File: config.mk
export PLATFORM = sky130hd
export DESIGN_NAME = sevseg_source_arbiter_flat
export DESIGN_NICKNAME = d
export VERILOG_FILES = /design/src/rtl/sevseg_source_arbiter_if.sv /design/src/rtl/sevseg_source_arbiter.sv /design/src/flat_wrapper.sv
export SDC_FILE = /design/constraint.sdc
export NUM_CORES = 1
export LEC_CHECK = 0
export CORE_MARGIN = 1.5
export CORE_UTILIZATION = 45
export CTS_CLUSTER_DIAMETER = 100
export DETAILED_ROUTE_END_ITERATION = 8
export GPL_TIMING_DRIVEN = 0
export PLACE_DENSITY = 0.69
export SYNTH_ARGS = -nofsm -noshare
export SYNTH_HDL_FRONTEND = slang
export SYNTH_SLANG_ARGS = --single-unit
File: constraint.sdc
create_clock -name clk_5mhz0d -period 3.4 [get_ports clk_5mhz0d]
set_clock_uncertainty 0.2 [all_clocks]
set_input_delay 0.68 -clock clk_5mhz0d [delete_from_list [all_inputs] [get_ports clk_5mhz0d]]
set_output_delay 0.68 -clock clk_5mhz0d [all_outputs]
set_load 0.005 [all_outputs]
File: src/rtl/sevseg_source_arbiter_if.sv
// Bundle of request and display signals between the hex-value requesters
// and the seven-segment source arbiter.
interface sevseg_source_arbiter_if #(
    parameter int N_REQ = 3
) ();
    logic [N_REQ-1:0]    req;
    logic [32*N_REQ-1:0] val_i;
    logic [31:0]         default_val;
    logic [31:0]         hex_val;
    logic [N_REQ-1:0]    grant;
    logic [1:0]          src_id;
    logic                busy;

    modport master (
        output req, val_i, default_val,
        input  hex_val, grant, src_id, busy
    );

    modport slave (
        input  req, val_i, default_val,
        output hex_val, grant, src_id, busy
    );
endinterface

File: src/rtl/sevseg_source_arbiter.sv
// Round-robin time-sharing of the 8-digit hex display between N_REQ
// requesters and a live default source. Each award holds the display for
// HOLD_CYCLES clocks. All outputs are registered.
module sevseg_source_arbiter #(
    parameter int N_REQ       = 3,
    parameter int HOLD_CYCLES = 5_000_000
) (
    input  logic                   clk_5mhz0d,
    input  logic                   rst_n,
    sevseg_source_arbiter_if.slave bus
);
    localparam int CNT_W = (HOLD_CYCLES > 1) ? $clog2(HOLD_CYCLES) : 1;
    localparam logic [CNT_W-1:0] HOLD_LAST = CNT_W'(HOLD_CYCLES - 1);

    localparam logic [0:0] ST_IDLE = 1'b0;
    localparam logic [0:0] ST_SHOW = 1'b1;

    // Request synchronizer and edge detect
    logic [N_REQ-1:0]        req_meta_reg;
    logic [N_REQ-1:0]        req_s_reg;
    logic [N_REQ-1:0]        req_s_d_reg;
    logic [N_REQ-1:0]        req_rise;

    // Values travel through the same two-stage pipe as their request so a
    // value and its req_s level are always seen together.
    logic [N_REQ-1:0][31:0]  val_meta_reg;
    logic [N_REQ-1:0][31:0]  val_s_reg;

    logic [N_REQ-1:0]        pending_reg;
    logic [N_REQ-1:0]        pending_next;
    logic [1:0]              rr_ptr_reg;
    logic [CNT_W-1:0]        hold_cnt_reg;
    logic [0:0]              state_reg;
    logic [1:0]              src_reg;

    logic [31:0]             hex_val_reg;
    logic [N_REQ-1:0]        grant_reg;
    logic                    busy_reg;

    // Arbitration results
    logic                    winner_found;
    logic [1:0]              winner_idx;
    logic [N_REQ-1:0]        winner_onehot;
    logic [1:0]              rr_ptr_next;
    logic [31:0]             winner_val;
    logic [31:0]             src_val;
    logic                    src_req_s;
    logic                    hold_done;
    logic                    award;

    assign req_rise  = req_s_reg & ~req_s_d_reg;
    assign hold_done = (hold_cnt_reg == HOLD_LAST);

    // Award happens from IDLE as soon as anything is pending, or at the end
    // of a hold when something is pending (back-to-back, no IDLE gap).
    assign award = winner_found && ((state_reg == ST_IDLE) || hold_done);

    generate
        for (genvar gi = 0; gi < N_REQ; gi++) begin : g_onehot
            assign winner_onehot[gi] = (winner_idx == 2'(gi));
        end
    endgenerate

    // Two-flop synchronizer on req (and the matching value pipe), then a
    // registered copy of req_s for rising-edge detection.
    always_ff @(posedge clk_5mhz0d) begin
        if (!rst_n) begin
            req_meta_reg <= '0;
            req_s_reg    <= '0;
            req_s_d_reg  <= '0;
            val_meta_reg <= '0;
            val_s_reg    <= '0;
        end else begin
            req_meta_reg <= bus.req;
            req_s_reg    <= req_meta_reg;
            req_s_d_reg  <= req_s_reg;
            val_meta_reg <= bus.val_i;
            val_s_reg    <= val_meta_reg;
        end
    end

    // Round-robin search: first pending bit at or above rr_ptr, wrapping.
    always_comb begin
        winner_found = 1'b0;
        winner_idx   = 2'd0;
        for (int i = 0; i < N_REQ; i++) begin
            for (int j = 0; j < N_REQ; j++) begin
                if (!winner_found && pending_reg[j] &&
                    (j == ((int'(rr_ptr_reg) + i) % N_REQ))) begin
                    winner_found = 1'b1;
                    winner_idx   = 2'(j);
                end
            end
        end
        rr_ptr_next = 2'((int'(winner_idx) + 1) % N_REQ);
    end

    // Select the winner's value for an award and the current source's
    // value/level for live refresh during SHOW.
    always_comb begin
        winner_val = '0;
        src_val    = '0;
        src_req_s  = 1'b0;
        for (int k = 0; k < N_REQ; k++) begin
            if (winner_idx == 2'(k)) begin
                winner_val = val_s_reg[k];
            end
            if (src_reg == 2'(k)) begin
                src_val   = val_s_reg[k];
                src_req_s = req_s_reg[k];
            end
        end
    end

    // New edges set pending; an award clears its bit, overriding a
    // same-cycle edge on that bit.
    always_comb begin
        pending_next = pending_reg | req_rise;
        if (award) begin
            pending_next = pending_next & ~winner_onehot;
        end
    end

    // Display FSM: IDLE shows default_val live, SHOW holds one requester
    // for HOLD_CYCLES, refreshing its value while its request stays high.
    always_ff @(posedge clk_5mhz0d) begin
        if (!rst_n) begin
            pending_reg  <= '0;
            rr_ptr_reg   <= 2'd0;
            hold_cnt_reg <= '0;
            state_reg    <= ST_IDLE;
            src_reg      <= 2'd0;
            hex_val_reg  <= 32'd0;
            grant_reg    <= '0;
            busy_reg     <= 1'b0;
        end else begin
            pending_reg <= pending_next;
            if (award) begin
                state_reg    <= ST_SHOW;
                src_reg      <= winner_idx;
                grant_reg    <= winner_onehot;
                rr_ptr_reg   <= rr_ptr_next;
                hold_cnt_reg <= '0;
                busy_reg     <= 1'b1;
                hex_val_reg  <= winner_val;
            end else if (state_reg == ST_IDLE || hold_done) begin
                state_reg    <= ST_IDLE;
                src_reg      <= 2'd0;
                grant_reg    <= '0;
                hold_cnt_reg <= '0;
                busy_reg     <= 1'b0;
                hex_val_reg  <= bus.default_val;
            end else begin
                hold_cnt_reg <= hold_cnt_reg + CNT_W'(1);
                if (src_req_s) begin
                    hex_val_reg <= src_val;
                end
            end
        end
    end

    assign bus.hex_val = hex_val_reg;
    assign bus.grant   = grant_reg;
    assign bus.src_id  = src_reg;
    assign bus.busy    = busy_reg;

endmodule
File: src/flat_wrapper.sv
// flat-port wrapper written by rule: the top's interface ports become plain ports
module sevseg_source_arbiter_flat 
#(
    parameter int N_REQ       = 3,
    parameter int HOLD_CYCLES = 5_000_000
)
  (clk_5mhz0d, rst_n, bus_req, bus_val_i, bus_default_val, bus_hex_val, bus_grant, bus_src_id, bus_busy);
  sevseg_source_arbiter_if #(.N_REQ(N_REQ)) bus_i ();
  input  logic clk_5mhz0d;
  input  logic rst_n;
  input wire logic [$bits(bus_i.req)-1:0] bus_req;
  input wire logic [$bits(bus_i.val_i)-1:0] bus_val_i;
  input wire logic [$bits(bus_i.default_val)-1:0] bus_default_val;
  output wire logic [$bits(bus_i.hex_val)-1:0] bus_hex_val;
  output wire logic [$bits(bus_i.grant)-1:0] bus_grant;
  output wire logic [$bits(bus_i.src_id)-1:0] bus_src_id;
  output wire logic [$bits(bus_i.busy)-1:0] bus_busy;
  assign bus_i.req = bus_req;
  assign bus_i.val_i = bus_val_i;
  assign bus_i.default_val = bus_default_val;
  assign bus_hex_val = bus_i.hex_val;
  assign bus_grant = bus_i.grant;
  assign bus_src_id = bus_i.src_id;
  assign bus_busy = bus_i.busy;
  sevseg_source_arbiter #(.N_REQ(N_REQ), .HOLD_CYCLES(HOLD_CYCLES)) u_core (.clk_5mhz0d(clk_5mhz0d), .rst_n(rst_n), .bus(bus_i));
endmodule
# Word level (Yosys, flattened, before mapping)
# Index checks and enable logic that the tools add are counted.
# classes
n_addsub	4
div_mod_pow	4
n_eq_ne	11
n_mux	36
bitwise_logic	7
n_reduce_logical	35
# ops
op	count
32-bit two-way mux	9
2-bit by 32-bit equality test with 1-bit output (first input constant)	3
3-bit by 32-bit equality test with 1-bit output (first input constant)	3
32-bit logical NOT	3
32-bit by 3-bit remainder unit with 32-bit output (second input constant)	3
3-bit by 3-bit remainder unit with 32-bit output (second input constant)	1
23-bit by 1-bit adder with 23-bit output (second input constant)	1
23-bit equality test (second input constant)	1
1-bit logical AND	18
2-bit two-way mux	9
1-bit two-way mux	15
3-bit two-way mux	3
1-bit logical NOT	8
2-bit by 1-bit adder with 3-bit output (second input constant)	2
3-bit bitwise AND	2
3-bit NOT	2
2-bit by 1-bit equality test with 1-bit output (second input constant)	2
2-bit equality test (second input constant)	2
2-bit logical NOT	2
2-bit by 2-bit adder with 3-bit output (second input constant)	1
3-bit bitwise OR	1
3-bit nonzero test	1
3-bit OR reduction	1
1-bit NOT	2
2 further kinds	2
# word_totals
regBits	267

# Logic depth before layout (Yosys ltp)
# logic_depth
ltp_word	41
ltp_mapped	14

# Least setup slack after synthesis
# No wires, ideal clock.
# synth_path
path_kind	reg-to-reg
start	reg u_core.rr_ptr_reg[0]
end	reg u_core.hex_val_reg[4] (netlist: u_core.bus.hex_val[4])
setup_time_ns	0.058
arrival_ns	2.470
slack_ns	0.671
path_stages_with_launch	14
path_buffers	2
period_less_slack_ns	2.729
cell_sequence	dfxtp_1 -> inv_1 -> ha_1 -> nor2_1 -> a211o_1 -> a21boi_0 -> ha_1 -> clkbuf_1 -> buf_1 -> a21oi_1 -> o21ai_0 -> nand3_1 -> a21oi_1 -> o21a_1
# synth_via
elab_chain_cells	41
# synth_rtl
item	line	rtl
start: declaration	sevseg_source_arbiter.sv:31	logic [1:0] rr_ptr_reg;
start signal: assignment	sevseg_source_arbiter.sv:142	rr_ptr_reg <= rr_ptr_next;
parallel branches: the longest is 41 deep, another holds 32-bit by 3-bit remainder unit with 32-bit output	n/a	
end signal: assignment	sevseg_source_arbiter.sv:145	hex_val_reg <= winner_val;
end signal: assignment	sevseg_source_arbiter.sv:152	hex_val_reg <= bus.default_val;
end signal: assignment	sevseg_source_arbiter.sv:156	hex_val_reg <= src_val;
end: declaration	sevseg_source_arbiter.sv:36	logic [31:0] hex_val_reg;
# Several ways; the timed one is not identified.
# A chain may end at the register's enable or synchronous reset.

# Worst setup path after layout
# layout_path
start	reg u_core.rr_ptr_reg[0]
end	reg u_core.hex_val_reg[20] (netlist: u_core.bus.hex_val[20])
# Same word-level chain as after synthesis.

==> impl_metrics.xml <==
<?xml version="1.0" encoding="UTF-8"?>
<metrics>
  <group name="drt">
    <metric name="detailroute.via_count" unit="">8417</metric>
    <metric name="via_per_inst" unit="">5.21</metric>
    <metric name="antenna_left" unit="">0</metric>
    <metric name="post_drt_wl_per_cell" unit="um">17.4</metric>
    <metric name="detail_route.iter0.violations" unit="">528</metric>
    <metric name="remaining_drc_errors" unit="">9</metric>
    <metric name="postRouteWirelength" unit="mm">28.1</metric>
    <metric name="firstDrtPassIters" unit="">7</metric>
  </group>
  <group name="critical_path">
    <metric name="timing.setup.critical_path_class" unit="">reg2reg</metric>
    <metric name="crit_path_cell_trace" unit="">inv_1, ha_1, nor2_1, nor2_1, o2111a_1, inv_1, ha_1, clkbuf_1, clkbuf_1, nand2_1, o21ai_0, nand3_1, a21oi_1, o21a_1</metric>
    <metric name="critPathMaxFanout" unit="">10</metric>
    <metric name="timing.critical_path.arrival" unit="ns">3.53</metric>
    <metric name="cells_on_worst_reg2reg_path" unit="">14</metric>
    <metric name="required" unit="ns">3.69</metric>
    <metric name="critPathMaxStageDelay" unit="ns">0.46</metric>
    <metric name="worst_setup_path_end_kind" unit="">flip-flop</metric>
    <metric name="critical_path_cell_with_the_highest_stage_delay" unit="">clkbuf_1</metric>
    <metric name="worst_setup_path_start_kind" unit="">flip-flop</metric>
  </group>
  <group name="clocking">
    <metric name="cts-buffers-inserted" unit="">28</metric>
    <metric name="cts.clk_slew.worst_paths" unit="ns">0.07</metric>
    <metric name="htree_num_levels" unit="">1</metric>
    <metric name="clock_path_buffers" unit="">3</metric>
    <metric name="tritoncts" unit="">built</metric>
    <metric name="clock_sink_count" unit="">267</metric>
    <metric name="clk_root_buffer_cell" unit="">clkbuf_16</metric>
    <metric name="postCtsSetupRepairBufs" unit="">0</metric>
    <metric name="clock_latency" unit="ns">0.54</metric>
  </group>
  <group name="finish">
    <metric name="syn2layout_area_growth" unit="%">29.8</metric>
    <metric name="final_cell_utilization_of_the_core" unit="%">60.0</metric>
    <metric name="layout-drive-gt1-share" unit="%">5.01</metric>
    <metric name="antenna_cells_inserted" unit="">0</metric>
    <metric name="fin_nets" unit="">1454</metric>
  </group>
  <group name="yosys">
    <metric name="biggest_area_consumer_among_synthesized_cells" unit="">dfxtp_1</metric>
    <metric name="synth_top_cell_area_share" unit="%">52.6</metric>
    <metric name="seq_area_frac_synth" unit="%">52.6</metric>
    <metric name="synthTopCellsByArea" unit="">dfxtp_1, and2_1, a21oi_1</metric>
    <metric name="synth_ff_type" unit="">dfxtp_1</metric>
    <metric name="synth_seq_cells" unit="">267</metric>
    <metric name="synth_fp_nets" unit="">1255</metric>
    <metric name="post_synth_instance_area" unit="sq um">10200</metric>
    <metric name="syn_warnings" unit="">0</metric>
    <metric name="ys_top_cells_by_count" unit="">dfxtp_1, and2_1, a21oi_1</metric>
    <metric name="post-synth-top-count-cell" unit="">dfxtp_1</metric>
    <metric name="avgSynthCellArea" unit="sq um">9.10</metric>
    <metric name="postSynthCellCount" unit="">1116</metric>
    <metric name="yosysUniqueCellTypes" unit="">38</metric>
    <metric name="async_flop_share" unit="%">0</metric>
    <metric name="synth_enable_flop_cells" unit="">0</metric>
  </group>
  <group name="global_route">
    <metric name="grt_first_pass_wirelength" unit="mm">44.8</metric>
    <metric name="grt_pass1_vias" unit="">8508</metric>
    <metric name="grt_start_max_net_pins" unit="">16</metric>
    <metric name="antenna_found_initial" unit="">0</metric>
    <metric name="grt-ovfl-total" unit="">0</metric>
    <metric name="grtUsageTotal" unit="%">24.1</metric>
  </group>
  <group name="sta">
    <metric name="final_max_slew_viol_count" unit="">0</metric>
    <metric name="fin_ws" unit="ns">0.157</metric>
    <metric name="layout_worst_path_cycle_share" unit="%">95.4</metric>
    <metric name="hold_viol_final" unit="">0</metric>
    <metric name="setup_viol" unit="">0</metric>
    <metric name="fin_crit" unit="ns">3.24</metric>
    <metric name="max_clock_freq" unit="MHz">308</metric>
    <metric name="max-slew-margin-rel" unit="%">39.8</metric>
    <metric name="timing_worst_slew_pin_value" unit="ns">0.896</metric>
    <metric name="grt_setup_unrepaired" unit="">yes</metric>
  </group>
  <group name="die">
    <metric name="die_width" unit="um">153</metric>
    <metric name="num_io_pins" unit="">171</metric>
    <metric name="placementRows" unit="">54</metric>
    <metric name="initial_core_util" unit="%">46.3</metric>
    <metric name="core_region_area" unit="sq um">22000</metric>
    <metric name="floorplan.die.height" unit="um">153</metric>
    <metric name="fp.dieArea" unit="sq um">23500</metric>
  </group>
  <group name="placed_design">
    <metric name="routabilityCongestion" unit="">0.889</metric>
    <metric name="number_of_buffer_cells_added_on_primary_ports" unit="">170</metric>
    <metric name="dpl_worst_slack" unit="ns">-0.171</metric>
    <metric name="dpl_hpwl" unit="mm">20.0</metric>
  </group>
  <group name="hold_path">
    <metric name="min_path_type" unit="">reg2reg</metric>
    <metric name="hold_depth" unit="">1</metric>
  </group>
  <group name="status">
    <metric name="status" unit="">complete, but fails checks</metric>
    <metric name="failing_checks" unit="">design-rule violations</metric>
  </group>
  <group name="power_and_ir_drop">
    <metric name="cellLeakagePower" unit="uW">0.00482</metric>
    <metric name="ir_worst_vdd" unit="mV">0.330</metric>
    <metric name="powerDensity" unit="nW/um^2">565</metric>
  </group>
  <group name="run">
    <metric name="timing.max_cap.violations" unit="">0</metric>
  </group>
</metrics>
==> cell families (layout without fill, tap and decap cells) <==
kind of cell	count (synthesis)	in the layout	synth area share [%]
simple gates	456	456	24.0
flops	267	267	52.6
fa+ha+maj	6	6	0.739
buf+inv	89	310	3.49
compound gates	244	244	14.1
xor+xnor	21	21	1.81
mux	33	33	3.25
==> worst max-delay path, delay by kind of cell, from the launching register on <==
kind | cells | cell delay [ns]
compound gates | 4 | 0.78
buf+inv | 4 | 0.98
simple gates | 4 | 0.40
flops | 1 | 0.36
fa+ha+maj | 2 | 0.47
==> layout by cell type (no fill, tap or decap), types with 4 or more instances in the layout <==
| cell | Yosys | final |
|---|---|---|
| buf_1 | 7 | 5 |
| ha_1 | 6 | 5 |
| buf_2 | 4 | 6 |
| dfxtp_1 | 267 | 267 |
| xor2_1 | 9 | 9 |
| nand3_1 | 45 | 45 |
| nand2b_1 | 32 | 32 |
| o21a_1 | 35 | 35 |
| nor2b_1 | 4 | 4 |
| o21ai_0 | 67 | 67 |
| xnor2_1 | 12 | 12 |
| and2_1 | 201 | 201 |
| clkdlybuf4s50_1 | 0 | 170 |
| nor4_1 | 6 | 6 |
| clkinvlp_4 | 0 | 6 |
| nor3_1 | 4 | 4 |
| a211oi_1 | 32 | 32 |
| clkinv_2 | 0 | 5 |
| and3_1 | 4 | 4 |
| nor2_1 | 97 | 97 |
| a21oi_1 | 99 | 99 |
| inv_1 | 5 | 5 |
| nand2_1 | 54 | 54 |
| clkbuf_1 | 70 | 68 |
| mux2i_1 | 33 | 33 |
| clkbuf_16 | 0 | 28 |
==> metrics by stage <==
stage               total power (uW)  hold slack, ns  std cells  cell area (sq um)   TNS, ns
floorplan                       3900           0.212       1116              10200         0
global placement                4360           0.216       1566              12200  -0.00396
detailed placement              4380           0.217       1566              12200     -1.79
CTS                             7480           0.232       1617              13200         0
global route                    7730           0.237       1617              13200    -0.575
finish                          7440           0.229       1617              13200         0
==> timing repair <==
item / in CTS / in global routing
setup endpoints to repair: 28 / 31
hold buffers: 0 / 0
resized for setup: 1 / 10
==> final timing paths <==
path / slack, ns / to / from
setup reg to reg: 0.16 / u_core.bus.hex_val[20] / u_core.rr_ptr_reg[0]
hold / removal: 0.23 / u_core.val_s_reg[57] / u_core.val_meta_reg[57]
setup / recovery: 0.16 / u_core.bus.hex_val[20] / u_core.rr_ptr_reg[0]
hold reg to reg: 0.23 / u_core.val_s_reg[57] / u_core.val_meta_reg[57]
==> power by group <==
part	switching, uW	internal, uW
sequential	88.3	3300
combinational	480	454
clock	1300	1830
==> metal layers <==
metal	vias up	wire [um]	track usage [%]
met2	326	13000	40.7
met5	-	0	0
met4	0	851	8.03
met1	3926	12200	31.2
li1	4109	-	-
met3	56	2010	4.17
==> area by class of cell <==
type / count / area (sq um)
multi-input combinational: 760 / 4460
fill: 1938 / 8780
timing repair buffer: 170 / 1700
clock inverter: 19 / 219
tap: 280 / 350
sequential: 267 / 5350
clock buffer: 33 / 749
buffer: 83 / 338
inverter: 5 / 18.8
Note: power is estimated with default switching activity, not from simulation.
